$ cat src/rtl/decode_stage.sv
// decode_stage
//   RV32I decode stage with one registered output slot. Decodes the incoming
//   instruction word into ALU function, operand selects, sign-extended
//   immediate, register addresses and control flags for the execute stage.
//
// Ports
//   clk, rst            clock, synchronous active-high reset
//   flush               drop the held and the incoming instruction
//   in_valid/in_ready   fetch-side handshake, in_pc/in_inst payload
//   out_valid/out_ready execute-side handshake
//   out_*               registered decode results (don't-care when !out_valid)
//
// Handshake: a transfer happens on a rising edge where valid && ready are both
// high. in_ready = !out_valid || out_ready, so a held instruction being
// consumed frees the slot in the same edge (no bubble). in_ready never looks
// at in_valid. flush and rst win over any accept in the same cycle.
module decode_stage #(
  parameter int XLEN     = 32,
  parameter int ADDR_LEN = 5
) (
  input  logic                clk,
  input  logic                rst,
  input  logic                flush,
  input  logic                in_valid,
  output logic                in_ready,
  input  logic [XLEN-1:0]     in_pc,
  input  logic [31:0]         in_inst,
  output logic                out_valid,
  input  logic                out_ready,
  output logic [XLEN-1:0]     out_pc,
  output logic [4:0]          out_alu_fn,
  output logic [1:0]          out_op1_sel,
  output logic                out_op2_sel,
  output logic [XLEN-1:0]     out_imm,
  output logic [ADDR_LEN-1:0] out_rs1,
  output logic [ADDR_LEN-1:0] out_rs2,
  output logic [ADDR_LEN-1:0] out_rd,
  output logic [2:0]          out_funct3,
  output logic                out_rf_wen,
  output logic                out_mem_ren,
  output logic                out_mem_wen,
  output logic                out_branch,
  output logic                out_jump,
  output logic                out_illegal
);

  // ALU function codes shared with the execute stage
  localparam logic [4:0] ALU_X    = 5'd0;
  localparam logic [4:0] ALU_ADD  = 5'd1;
  localparam logic [4:0] ALU_SUB  = 5'd2;
  localparam logic [4:0] ALU_SLL  = 5'd3;
  localparam logic [4:0] ALU_SLT  = 5'd4;
  localparam logic [4:0] ALU_SLTU = 5'd5;
  localparam logic [4:0] ALU_XOR  = 5'd6;
  localparam logic [4:0] ALU_SRL  = 5'd7;
  localparam logic [4:0] ALU_SRA  = 5'd8;
  localparam logic [4:0] ALU_OR   = 5'd9;
  localparam logic [4:0] ALU_AND  = 5'd10;
  localparam logic [4:0] ALU_JALR = 5'd11;

  localparam logic [6:0] OPC_LUI    = 7'b0110111;
  localparam logic [6:0] OPC_AUIPC  = 7'b0010111;
  localparam logic [6:0] OPC_JAL    = 7'b1101111;
  localparam logic [6:0] OPC_JALR   = 7'b1100111;
  localparam logic [6:0] OPC_BRANCH = 7'b1100011;
  localparam logic [6:0] OPC_LOAD   = 7'b0000011;
  localparam logic [6:0] OPC_STORE  = 7'b0100011;
  localparam logic [6:0] OPC_OPIMM  = 7'b0010011;
  localparam logic [6:0] OPC_OP     = 7'b0110011;
  localparam logic [6:0] OPC_MISC   = 7'b0001111;
  localparam logic [6:0] OPC_SYSTEM = 7'b1110011;

  localparam logic [1:0] OP1_RS1  = 2'd0;
  localparam logic [1:0] OP1_PC   = 2'd1;
  localparam logic [1:0] OP1_ZERO = 2'd2;

  // funct3 -> ALU code for OP and OP-IMM. SUB only exists in the register form.
  function automatic logic [4:0] arith_fn(input logic [2:0] f3, input logic alt,
                                          input logic is_reg);
    logic [4:0] fn;
    fn = ALU_X;
    case (f3)
      3'b000:  fn = (is_reg && alt) ? ALU_SUB : ALU_ADD;
      3'b001:  fn = ALU_SLL;
      3'b010:  fn = ALU_SLT;
      3'b011:  fn = ALU_SLTU;
      3'b100:  fn = ALU_XOR;
      3'b101:  fn = alt ? ALU_SRA : ALU_SRL;
      3'b110:  fn = ALU_OR;
      default: fn = ALU_AND;
    endcase
    return fn;
  endfunction

  logic [XLEN-1:0] imm_i, imm_s, imm_b, imm_u, imm_j;
  logic [6:0]      opcode;

  assign opcode = in_inst[6:0];
  assign imm_i  = {{(XLEN-12){in_inst[31]}}, in_inst[31:20]};
  assign imm_s  = {{(XLEN-12){in_inst[31]}}, in_inst[31:25], in_inst[11:7]};
  assign imm_b  = {{(XLEN-12){in_inst[31]}}, in_inst[7], in_inst[30:25],
                   in_inst[11:8], 1'b0};
  assign imm_u  = {{(XLEN-32){in_inst[31]}}, in_inst[31:12], 12'b0};
  assign imm_j  = {{(XLEN-20){in_inst[31]}}, in_inst[19:12], in_inst[20],
                   in_inst[30:21], 1'b0};

  logic [4:0]      alu_fn_d;
  logic [1:0]      op1_sel_d;
  logic            op2_sel_d;
  logic [XLEN-1:0] imm_d;
  logic            rf_wen_raw, mem_ren_d, mem_wen_d, branch_d, jump_d, illegal_d;

  always_comb begin
    alu_fn_d   = ALU_X;
    op1_sel_d  = OP1_RS1;
    op2_sel_d  = 1'b0;
    imm_d      = '0;
    rf_wen_raw = 1'b0;
    mem_ren_d  = 1'b0;
    mem_wen_d  = 1'b0;
    branch_d   = 1'b0;
    jump_d     = 1'b0;
    illegal_d  = 1'b0;
    case (opcode)
      OPC_LUI: begin
        alu_fn_d = ALU_ADD; op1_sel_d = OP1_ZERO; op2_sel_d = 1'b1;
        imm_d = imm_u; rf_wen_raw = 1'b1;
      end
      OPC_AUIPC: begin
        alu_fn_d = ALU_ADD; op1_sel_d = OP1_PC; op2_sel_d = 1'b1;
        imm_d = imm_u; rf_wen_raw = 1'b1;
      end
      OPC_JAL: begin
        alu_fn_d = ALU_ADD; op1_sel_d = OP1_PC; op2_sel_d = 1'b1;
        imm_d = imm_j; rf_wen_raw = 1'b1; jump_d = 1'b1;
      end
      OPC_JALR: begin
        alu_fn_d = ALU_JALR; op2_sel_d = 1'b1;
        imm_d = imm_i; rf_wen_raw = 1'b1; jump_d = 1'b1;
      end
      OPC_BRANCH: begin
        alu_fn_d = ALU_ADD; op1_sel_d = OP1_PC; op2_sel_d = 1'b1;
        imm_d = imm_b; branch_d = 1'b1;
      end
      OPC_LOAD: begin
        alu_fn_d = ALU_ADD; op2_sel_d = 1'b1;
        imm_d = imm_i; rf_wen_raw = 1'b1; mem_ren_d = 1'b1;
      end
      OPC_STORE: begin
        alu_fn_d = ALU_ADD; op2_sel_d = 1'b1;
        imm_d = imm_s; mem_wen_d = 1'b1;
      end
      OPC_OPIMM: begin
        alu_fn_d = arith_fn(in_inst[14:12], in_inst[30], 1'b0);
        op2_sel_d = 1'b1; imm_d = imm_i; rf_wen_raw = 1'b1;
      end
      OPC_OP: begin
        alu_fn_d = arith_fn(in_inst[14:12], in_inst[30], 1'b1);
        rf_wen_raw = 1'b1;
      end
      OPC_MISC, OPC_SYSTEM: begin
        alu_fn_d = ALU_X;
      end
      default: illegal_d = 1'b1;
    endcase
  end

  logic                accept;
  logic                valid_q;
  logic [XLEN-1:0]     pc_q, imm_q;
  logic [4:0]          alu_fn_q;
  logic [1:0]          op1_sel_q;
  logic                op2_sel_q;
  logic [ADDR_LEN-1:0] rs1_q, rs2_q, rd_q;
  logic [2:0]          funct3_q;
  logic                rf_wen_q, mem_ren_q, mem_wen_q, branch_q, jump_q, illegal_q;

  assign in_ready = !valid_q || out_ready;
  assign accept   = in_valid && in_ready && !flush;

  always_ff @(posedge clk) begin
    if (rst) begin
      valid_q   <= 1'b0;
      pc_q      <= '0;
      alu_fn_q  <= ALU_X;
      op1_sel_q <= '0;
      op2_sel_q <= 1'b0;
      imm_q     <= '0;
      rs1_q     <= '0;
      rs2_q     <= '0;
      rd_q      <= '0;
      funct3_q  <= '0;
      rf_wen_q  <= 1'b0;
      mem_ren_q <= 1'b0;
      mem_wen_q <= 1'b0;
      branch_q  <= 1'b0;
      jump_q    <= 1'b0;
      illegal_q <= 1'b0;
    end else if (flush) begin
      valid_q <= 1'b0;
    end else if (accept) begin
      valid_q   <= 1'b1;
      pc_q      <= in_pc;
      alu_fn_q  <= alu_fn_d;
      op1_sel_q <= op1_sel_d;
      op2_sel_q <= op2_sel_d;
      imm_q     <= imm_d;
      rs1_q     <= in_inst[19:15];
      rs2_q     <= in_inst[24:20];
      rd_q      <= in_inst[11:7];
      funct3_q  <= in_inst[14:12];
      // writes to x0 are architecturally void, so never request them
      rf_wen_q  <= rf_wen_raw && (in_inst[11:7] != 5'd0);
      mem_ren_q <= mem_ren_d;
      mem_wen_q <= mem_wen_d;
      branch_q  <= branch_d;
      jump_q    <= jump_d;
      illegal_q <= illegal_d;
    end else if (out_ready) begin
      valid_q <= 1'b0;
    end
  end

  assign out_valid   = valid_q;
  assign out_pc      = pc_q;
  assign out_alu_fn  = alu_fn_q;
  assign out_op1_sel = op1_sel_q;
  assign out_op2_sel = op2_sel_q;
  assign out_imm     = imm_q;
  assign out_rs1     = rs1_q;
  assign out_rs2     = rs2_q;
  assign out_rd      = rd_q;
  assign out_funct3  = funct3_q;
  assign out_rf_wen  = rf_wen_q;
  assign out_mem_ren = mem_ren_q;
  assign out_mem_wen = mem_wen_q;
  assign out_branch  = branch_q;
  assign out_jump    = jump_q;
  assign out_illegal = illegal_q;

endmodule

$ cat config.mk
export PLATFORM = sky130hd
export DESIGN_NAME = decode_stage
export DESIGN_NICKNAME = d
export VERILOG_FILES = /design/src/rtl/decode_stage.sv
export SDC_FILE = /design/constraint.sdc
export NUM_CORES = 1
export LEC_CHECK = 0
export CAP_MARGIN = 20
export CORE_ASPECT_RATIO = 0.8
export CORE_MARGIN = 3
export CORE_UTILIZATION = 39
export DETAILED_ROUTE_END_ITERATION = 10
export GPL_ROUTABILITY_DRIVEN = 0
export HOLD_SLACK_MARGIN = 0.06
export PLACE_DENSITY = 0.81
export RECOVER_POWER = 100
export SLEW_MARGIN = 20
export SYNTH_ARGS = -nofsm -noshare
export SYNTH_HDL_FRONTEND = slang
export SYNTH_SLANG_ARGS = --single-unit
$ cat constraint.sdc
create_clock -name clk -period 1.32 [get_ports clk]
set_input_delay 0.264 -clock clk [delete_from_list [all_inputs] [get_ports clk]]
set_output_delay 0.264 -clock clk [all_outputs]
set_load 0.005 [all_outputs]
# Yosys cells after proc, flatten, opt, wreduce, memory -nomap -nowiden
# Index checks and enable logic that the tools add are counted.
dict set report word_totals {
  regBits 97
  input_bits 69
}
dict set report op_classes {
  mux 16
  n_eq_ne 17
  bitwise_logic 1
  n_reduce_logical 19
}
# cell count
set ops {}
lappend ops {{$pmux W32 S5} 1}
lappend ops {{$pmux W4 S7} 2}
lappend ops {{$eq A7 B7 Y1 const B} 4}
lappend ops {{$eq A7 B6 Y1 const B} 3}
lappend ops {{$pmux W4 S4} 1}
lappend ops {{$eq A7 B5 Y1 const B} 2}
lappend ops {{$reduce_or A11 Y1} 1}
lappend ops {{$eq A3 B3 Y1 const B} 3}
lappend ops {{$mux W1} 9}
lappend ops {{$reduce_or A8 Y1} 1}
lappend ops {{$eq A7 B2 Y1 const B} 1}
lappend ops {{$eq A7 B4 Y1 const B} 1}
lappend ops {{$reduce_or A7 Y1} 1}
lappend ops {{$eq A3 B2 Y1 const B} 2}
lappend ops {{$reduce_or A2 Y1} 3}
lappend ops {{$reduce_or A3 Y1} 2}
lappend ops {{$reduce_or A6 Y1} 1}
lappend ops {{$reduce_bool A5 Y1} 1}
lappend ops {{$mux W4} 1}
lappend ops {{$pmux W2 S2} 1}
lappend ops {{$eq A3 B1 Y1 const B} 1}
lappend ops {{$logic_and A1 B1 Y1} 3}
lappend ops {{$logic_not A3 Y1} 1}
lappend ops {{$logic_not A1 Y1} 2}
lappend ops {{other kinds (5)} 5}

# Logic depth before layout (Yosys ltp)
# Gate-level depths: netlist of the first run.
dict set report depth {
  word_depth 5
  mapped_depth 7
  ltp_nobuf 5
}

# Worst setup path before layout of the first run
# Ideal clock, no wire load.
dict set report synth_timing {
  path_kind {input to register}
  startpoint {input port in_inst[5]}
  endpoint {register imm_q[20], in the netlist out_imm[20]}
  arrival_ns 1.345
  setup_time_ns 0.068
  stages 6
  path_slack_ns -0.093
  path_cell_list {buf_6 mux2_4 o31a_1 buf_6 a2bb2oi_1 o2bb2ai_2}
}
dict set report synth_via {
  elab_chain_cells 3
  elab_cells_between_ends 11
}
# element line
set synth_rtl {}
lappend synth_rtl {{start, declared} 27} ;# input logic [31:0] in_inst,
lappend synth_rtl {{$eq A7 B5 Y1 (tied with other cells)} 124} ;# case (opcode)
lappend synth_rtl {{$reduce_or A3 Y1 (no source line) / $reduce_or A2 Y1 (equally long branches)} --}
lappend synth_rtl {{$pmux W32 S5 *} 124}
lappend synth_rtl {{end signal, assigned} 207} ;# imm_q <= imm_d;
lappend synth_rtl {{end, declared} 170} ;# logic [XLEN-1:0] pc_q, imm_q;
# Every way passes the cells marked *; elsewhere a longest branch is shown, timed or not.
# A chain may end at the register's enable or synchronous reset.

# Worst setup path in the final report of the first run
dict set report layout_timing {
  startpoint {register valid_q, in the netlist out_valid}
  endpoint {register imm_q[9], in the netlist out_imm[9]}
}
dict set report layout_via {
  elab_chain_cells 5
}
# element line
set layout_rtl {}
lappend layout_rtl {{start, declared} 169} ;# logic valid_q;
lappend layout_rtl {{start signal, assigned} 183} ;# valid_q <= 1'b0;
lappend layout_rtl {{start signal, assigned} 200} ;# valid_q <= 1'b0;
lappend layout_rtl {{start signal, assigned} 202} ;# valid_q <= 1'b1;
lappend layout_rtl {{$logic_not A1 Y1} 178} ;# assign in_ready = !valid_q || out_ready;
lappend layout_rtl {{$logic_or A1 B1 Y1} 178}
lappend layout_rtl {{$logic_and A1 B1 Y1 (2 in series)} 179} ;# assign accept = in_valid && in_ready && !flush;
lappend layout_rtl {{$reduce_and A2 Y1 (no source line)} --}
# No other way between the ends.

==> results of run 1 <==
## flip-flops by register name, indices dropped and copies added, names as in the netlist
signal	count
out_rs1	5
out_jump	1
out_rs2	5
out_branch	1
out_alu_fn	4
out_rf_wen	1
out_rd	5
out_mem_ren	1
out_illegal	1
out_funct3	3
out_op2_sel	1
out_imm	32
out_op1_sel	2
out_pc	32
out_valid	1
out_mem_wen	1
## timing repair
item / in CTS / in global routing
cloned: 4 / 7
hold endpoints to repair: 0 / 0
buffers inserted: 15 / 3
setup endpoints to repair: 192 / 95
gates resized for setup: 192 / 108
pin swaps: 21 / 41
## stage by stage
stage           util  total power [W]  hold WS, ns
2_1_floorplan      -          0.00350        0.343
3_3_place_gp   0.607          0.00407        0.441
3_5_place_dp   0.607          0.00409        0.446
4_1_cts        0.663          0.00652        0.251
5_1_grt        0.720          0.00692        0.258
6_report       0.720          0.00669        0.253
## logic make-up (layout without fill, tap and decap cells)
family,count (synthesis),in the layout,synth area share
AOI/OAI and AO/OA,143,145,0.274
xor gates and xnor gates,1,1,0.00211
other,1,1,0.000903
buffers and inverters,43,268,0.0587
DFF,96,96,0.463
muxes,2,2,0.00632
and+or+nand+nor,174,174,0.195
## where the power goes
group	leakage, nW	switching [W]	internal, W
clock network	0.134	0.00106	0.00136
registers	0.781	0.0000422	0.00298
logic	2.19	0.000596	0.000639
## layout make-up
cell class,instances,area [µm²]
Multi-Input combinational cell,323,2530
Clock buffer,12,256
Tap cell,140,175
Clock inverter,3,17.5
Fill cell,735,2890
Sequential cell,96,1920
Inverter,1,3.75
Timing Repair Buffer,252,2520
## synthesized netlist by cell type (2+ instances only)
cell and count:
nand2_1 115, dfxtp_1 96, a21oi_1 62, buf_2 21
o2bb2ai_2 21, nor2_1 14, a22oi_1 12, clkbuf_1 12
nor3_1 12, a2bb2oi_1 11, a22o_1 6, buf_6 6
o21ai_0 6, nand2b_1 5, nand3_1 5, a211oi_1 4
a211o_1 3, buf_4 3, o2bb2ai_1 3, a311oi_1 2
and2_1 2, nor2b_1 2, nor3_2 2, o21ai_1 2
or3_1 2
## routing by layer
layer  share of wire  vias to the layer above  wire length, µm  track usage
met5               0                        -                0            0
met4          0.0082                        0              131       0.0508
met3           0.092                       17             1470       0.0822
met2            0.50                      205             7910        0.402
met1            0.40                     2168             6460        0.289
li1                -                     2066                -            -
## how the worst min path moves through the flow
stage,cells after the start,endpoint,from
floorplan,1,out_valid,flush
detailed placement,2,out_pc[30],out_pc[30]
global placement,2,out_pc[10],out_pc[10]
finish,2,out_valid,flush
global route,2,out_valid,flush
CTS,2,out_valid,flush
==> impl_metrics.toml, run 1 <==
[clock_network]
h-tree-depth = 3
clock_path_buffers = 2
tritoncts = "done"
cts_buffers = 9
clk_latency_ns = 0.34
clk_pin_slew_ns = 0.06
cts-root-buf = "clkbuf_16"
hold_buffers = 0
cts_sinks = 96

[place]
io_buffers = 165
dpl.cell_count = 783
dpl_worst_slack_ns = -0.882
dp_hpwl_um = 9750
place_area_mm2 = 0.00627

[logic_synthesis]
synth.net_count = 529
yosys.area.top_type = "dfxtp_1"
syn_area_per_cell_um2 = 9.03
synth-seq-area-share = 0.463
synth_area_leaders = "dfxtp_1 (46%), nand2_1 (10%), o2bb2ai_2 (7.6%)"
ys_ff_latch = 96
synthCells = 460
synth_edf_count = 0
ys.flop_type = "dfxtp_1"
async_reset_ff_frac = 0
synth.distinct_cells = 56
ys.warnings.count = 0
syn-cell-area_mm2 = 0.00415
yosys.area.top_type_share = 0.463

[timing]
tns_ns = -1.93
setup_violations = 62
finalHoldViolCount = 0
finalCritPeriodShare = 1.06
fin_worst_skew_ns = 0.00320
fmaxAchievable_mhz = 713
layout_setup_ws_ns = -0.0824
drv_slew = 0
final.min_clock_period_ns = 1.40
rsz0062_at_grt = "yes"

[min_path]
hold_class = "in2reg"

[worst_setup_path]
crit_end = "out_imm[9]"
crit_family = "simple AND/OR/NAND/NOR gates"
cp_common_cell = "buf_6"
worst_ep_required_time_ns = 1.60
cp_cell_sequence = "and2b_2 -> buf_6 -> nor3_4 -> buf_6 -> and2_2 -> a22o_1"
r2r_setup_slack_ns = -0.08
cpMaxStageDelayCell = "dfxtp_1"
worst-path-stages = 6
critPathBufInv = 2
critical_path_class = "reg2reg"
r2r-start = "out_valid"
start_kind = "flop"
cp-end-kind = "flop"
critPathLaunch = "out_valid"
worstReg2RegEnd = "out_imm[9]"
cp_max_fo = 6
worst_ep_arrival_time_ns = 1.68
cpPeakStageDelay_ns = 0.30
r2r_cells = 6

[drt]
avgViaCountPerCell = 5.39
ant_nets = 0
finalWirelength_um = 16000
wl_per_cell_um = 19.3
num_vias = 4456
firstDrtPassIters = 5
drtIter0Drc = 238
drc = 0

[floorplanning]
die_h_um = 98.3
dieArea_mm2 = 0.0119
initial_utilization = 0.402
rows = 33
core_area_mm2 = 0.0103
ios = 167
dieWidth_um = 121

[grt]
grt-ovfl-total = 0
grt_use_total = 0.236
antenna_found_initial = 0
grt_max_degree = 34
grt_pass1_vias = 4302
grt_pass1_wl_um = 22400

[job]
drv_cap = 0

[finish]
syn_to_final_growth_pct = 78.9
fin_nets = 752
final_cell_mix = "dlygate4sd2_1 (106), dfxtp_1 (95), nand2_1 (85), clkdlybuf4s50_1 (50), buf_4 (46)"
drive_gt1_frac = 0.358
antennaDiodeCount = 0
final_cells = 827
mostFrequentLayoutCell = "dlygate4sd2_1"
final_area_mm2 = 0.00743

[outcome]
violations = "setup timing"
status = "complete, but fails checks"

[pwr]
vdd_drop_max_v = 0.000612
power_leakage_nw = 3.11
power_per_cell_area_mw_per_mm2 = 900
Note: power is estimated with default switching activity, not from simulation.
==> run 2, diff against run 1 <==
--- a/config.mk
+++ b/config.mk
@@ -8,11 +8,12 @@
 export CAP_MARGIN = 20
 export CORE_ASPECT_RATIO = 0.8
 export CORE_MARGIN = 3
-export CORE_UTILIZATION = 39
+export CORE_UTILIZATION = 40
+export CTS_BUF_LIST = sky130_fd_sc_hd__clkbuf_4
 export DETAILED_ROUTE_END_ITERATION = 10
 export GPL_ROUTABILITY_DRIVEN = 0
 export HOLD_SLACK_MARGIN = 0.06
-export PLACE_DENSITY = 0.81
+export PLACE_DENSITY = 0.83
 export RECOVER_POWER = 100
 export SLEW_MARGIN = 20
 export SYNTH_ARGS = -nofsm -noshare
==> constraint.sdc (replaced) <==
create_clock -name clk -period 1.32 [get_ports clk]
set_input_delay 0.33 -clock clk [delete_from_list [all_inputs] [get_ports clk]]
set_output_delay 0.33 -clock clk [all_outputs]
set_load 0.005 [all_outputs]
==> run 2 against run 1 <==
Effect of this change:
- the flow still finishes with violations (setup timing)
- worst hold slack better by 0.14 ns
- sequential power about the same
- power down 12%
- die area shrank 2.4%
- global-route usage grew 3.2 points
- critical path depth rose by 1
- flip-flop and latch count is the same
- largest cell class unchanged
==> impl_metrics.toml, run 2 (synthesis results as in run 1) <==
[clock_network]
cts-root-buf = "clkbuf_4"
clk_pin_slew_ns = 0.15
cts_buffers = 9
cts_sinks = 96
h-tree-depth = 3
clock_path_buffers = 2
tritoncts = "done"
hold_buffers = 0
clk_latency_ns = 0.47

[timing]
final.min_clock_period_ns = 1.59
setup_violations = 99
rsz0062_at_grt = "yes"
holdWs_ns = 0.392
drv_slew = 0
finalHoldViolCount = 0
fin_worst_skew_ns = 0.0150
fmaxAchievable_mhz = 630
tns_ns = -13.56
layout_setup_ws_ns = -0.266
finalCritPeriodShare = 1.20
max_slew.worst_pin.slew_ns = 0.525
slew_headroom = 0.650

[worst_setup_path]
cp_cell_sequence = "and2b_2 -> buf_6 -> nor2_4 -> buf_6 -> buf_12 -> o211ai_1 -> a21oi_1"
worst_ep_arrival_time_ns = 2.00
start_kind = "flop"
crit_family = "buffers and inverters"
cpMaxStageDelayCell = "dfxtp_2"
cp_max_fo = 6
r2r-start = "out_valid"
worst_ep_required_time_ns = 1.73
critPathLaunch = "out_valid"
critical_path_class = "reg2reg"
cp_common_cell = "buf_6"
cpPeakStageDelay_ns = 0.36
critPathBufInv = 3
cp-end-kind = "flop"

[outcome]
violations = "setup timing"
status = "complete, but fails checks"

[grt]
grt_pass1_wl_um = 25000
grt_max_degree = 38
grt_pass1_vias = 4784
grt-ovfl-total = 0
grt_use_total = 0.268
antenna_found_initial = 1

[floorplanning]
dieArea_mm2 = 0.0117
initial_utilization = 0.420
rows = 32
die_h_um = 97.2
ios = 167
dieWidth_um = 120
core_area_mm2 = 0.00989

[pwr]
intPower_w = 0.00421
clkPwrFrac = 0.282
seqPwrFrac = 0.516
power_per_cell_area_mw_per_mm2 = 836
vdd_drop_max_v = 0.000717
power_frac_comb = 0.202
power_leakage_nw = 2.98
switching_power_w = 0.00169
p_sw_frac = 0.286

[place]
dp_hpwl_um = 10500
io_buffers = 165
dpl_worst_slack_ns = -0.784

[finish]
fin_nets = 775
final_cell_mix = "nand2_1 (104), dfxtp_2 (95), buf_4 (87), buf_2 (83), clkdlybuf4s50_1 (56)"
drive_gt1_frac = 0.589
syn_to_final_growth_pct = 70.0
nFillCells = 696
mostFrequentLayoutCell = "nand2_1"

[min_path]
hold_class = "in2reg"
hold_start = "in_pc[16]"

[drt]
avgViaCountPerCell = 5.50
ant_nets = 0
finalWirelength_um = 16800
drtIter0Drc = 368
wl_per_cell_um = 19.8
num_vias = 4665
firstDrtPassIters = 5
drc = 0

[job]
drv_cap = 0
==> run 2: final timing paths <==
check | slack [ns] | endpoint | depth (start not counted)
worst min-delay path | 0.39 | out_pc[16] | 3
worst max register to register | -0.27 | out_imm[31] | 7
worst max-delay path | -0.27 | out_imm[31] | 7
worst min register to register | 0.46 | out_pc[13] | 2
==> run 2: timing repair <==
item                       CTS  global route
pin swaps                   40             4
buffers inserted            33            16
setup endpoints to repair  191           114
gates resized for setup    573            39
cloned                       3             1
==> run 2: power by group through the flow <==
| stage | Sequential [W] | Combinational, W | Clock (W) |
|---|---|---|---|
| floorplan | 0.00310 | 0.000410 | 0 |
| global placement | 0.00309 | 0.000989 | 0 |
| detailed placement | 0.00309 | 0.00102 | 0 |
| CTS | 0.00304 | 0.00108 | 0.00164 |
| global route | 0.00306 | 0.00126 | 0.00179 |
| finish | 0.00305 | 0.00119 | 0.00166 |
==> run 2: through the flow <==
stage          cells  total power (W)  area, µm²  utilization
6_report         848          0.00590       7060        0.714
5_1_grt          848          0.00610       7060        0.714
4_1_cts          833          0.00576       6730        0.681
3_5_place_dp     781          0.00411       6320        0.639
3_3_place_gp     781          0.00408       6320        0.639
2_1_floorplan    460          0.00351       4220            -
==> run 2: worst reg2reg max path: cells and delay by family, from the launching register on <==
| family | cells | cell delay (ns) |
|---|---|---|
| DFF | 1 | 0.36 |
| AOI/OAI and AO/OA | 2 | 0.27 |
| and+or+nand+nor | 2 | 0.41 |
| buffers and inverters | 3 | 0.49 |
==> run 2: cell type report <==
class                           instances  area, µm²  share of cell area
Antenna cell                            1       2.50            0.000354
Timing Repair Buffer                  277       2300               0.326
Sequential cell                        96       2040               0.290
Multi-Input combinational cell        321       2400               0.339
Inverter                                1       3.75            0.000532
Tap cell                              136        170              0.0241
Clock buffer                           10       75.1              0.0106
Clock inverter                          6       67.6             0.00957
==> run 2: metal layers <==
layer  up-vias  share of wire  global-route usage  routed length, µm
met5         -              0                   0                  0
met4         0          0.030              0.0801                498
met3        48          0.086               0.106               1450
met2       216           0.50               0.463               8390
met1      2286           0.38               0.303               6450
li1       2115              -                   -                  -
==> run 3, diff against run 2 <==
--- a/config.mk
+++ b/config.mk
@@ -5,7 +5,6 @@
 export SDC_FILE = /design/constraint.sdc
 export NUM_CORES = 1
 export LEC_CHECK = 0
-export CAP_MARGIN = 20
 export CORE_ASPECT_RATIO = 0.8
 export CORE_MARGIN = 3
 export CORE_UTILIZATION = 40
==> results of run 3 <==
Final layout, timing and power as in run 2 (identical DEF).
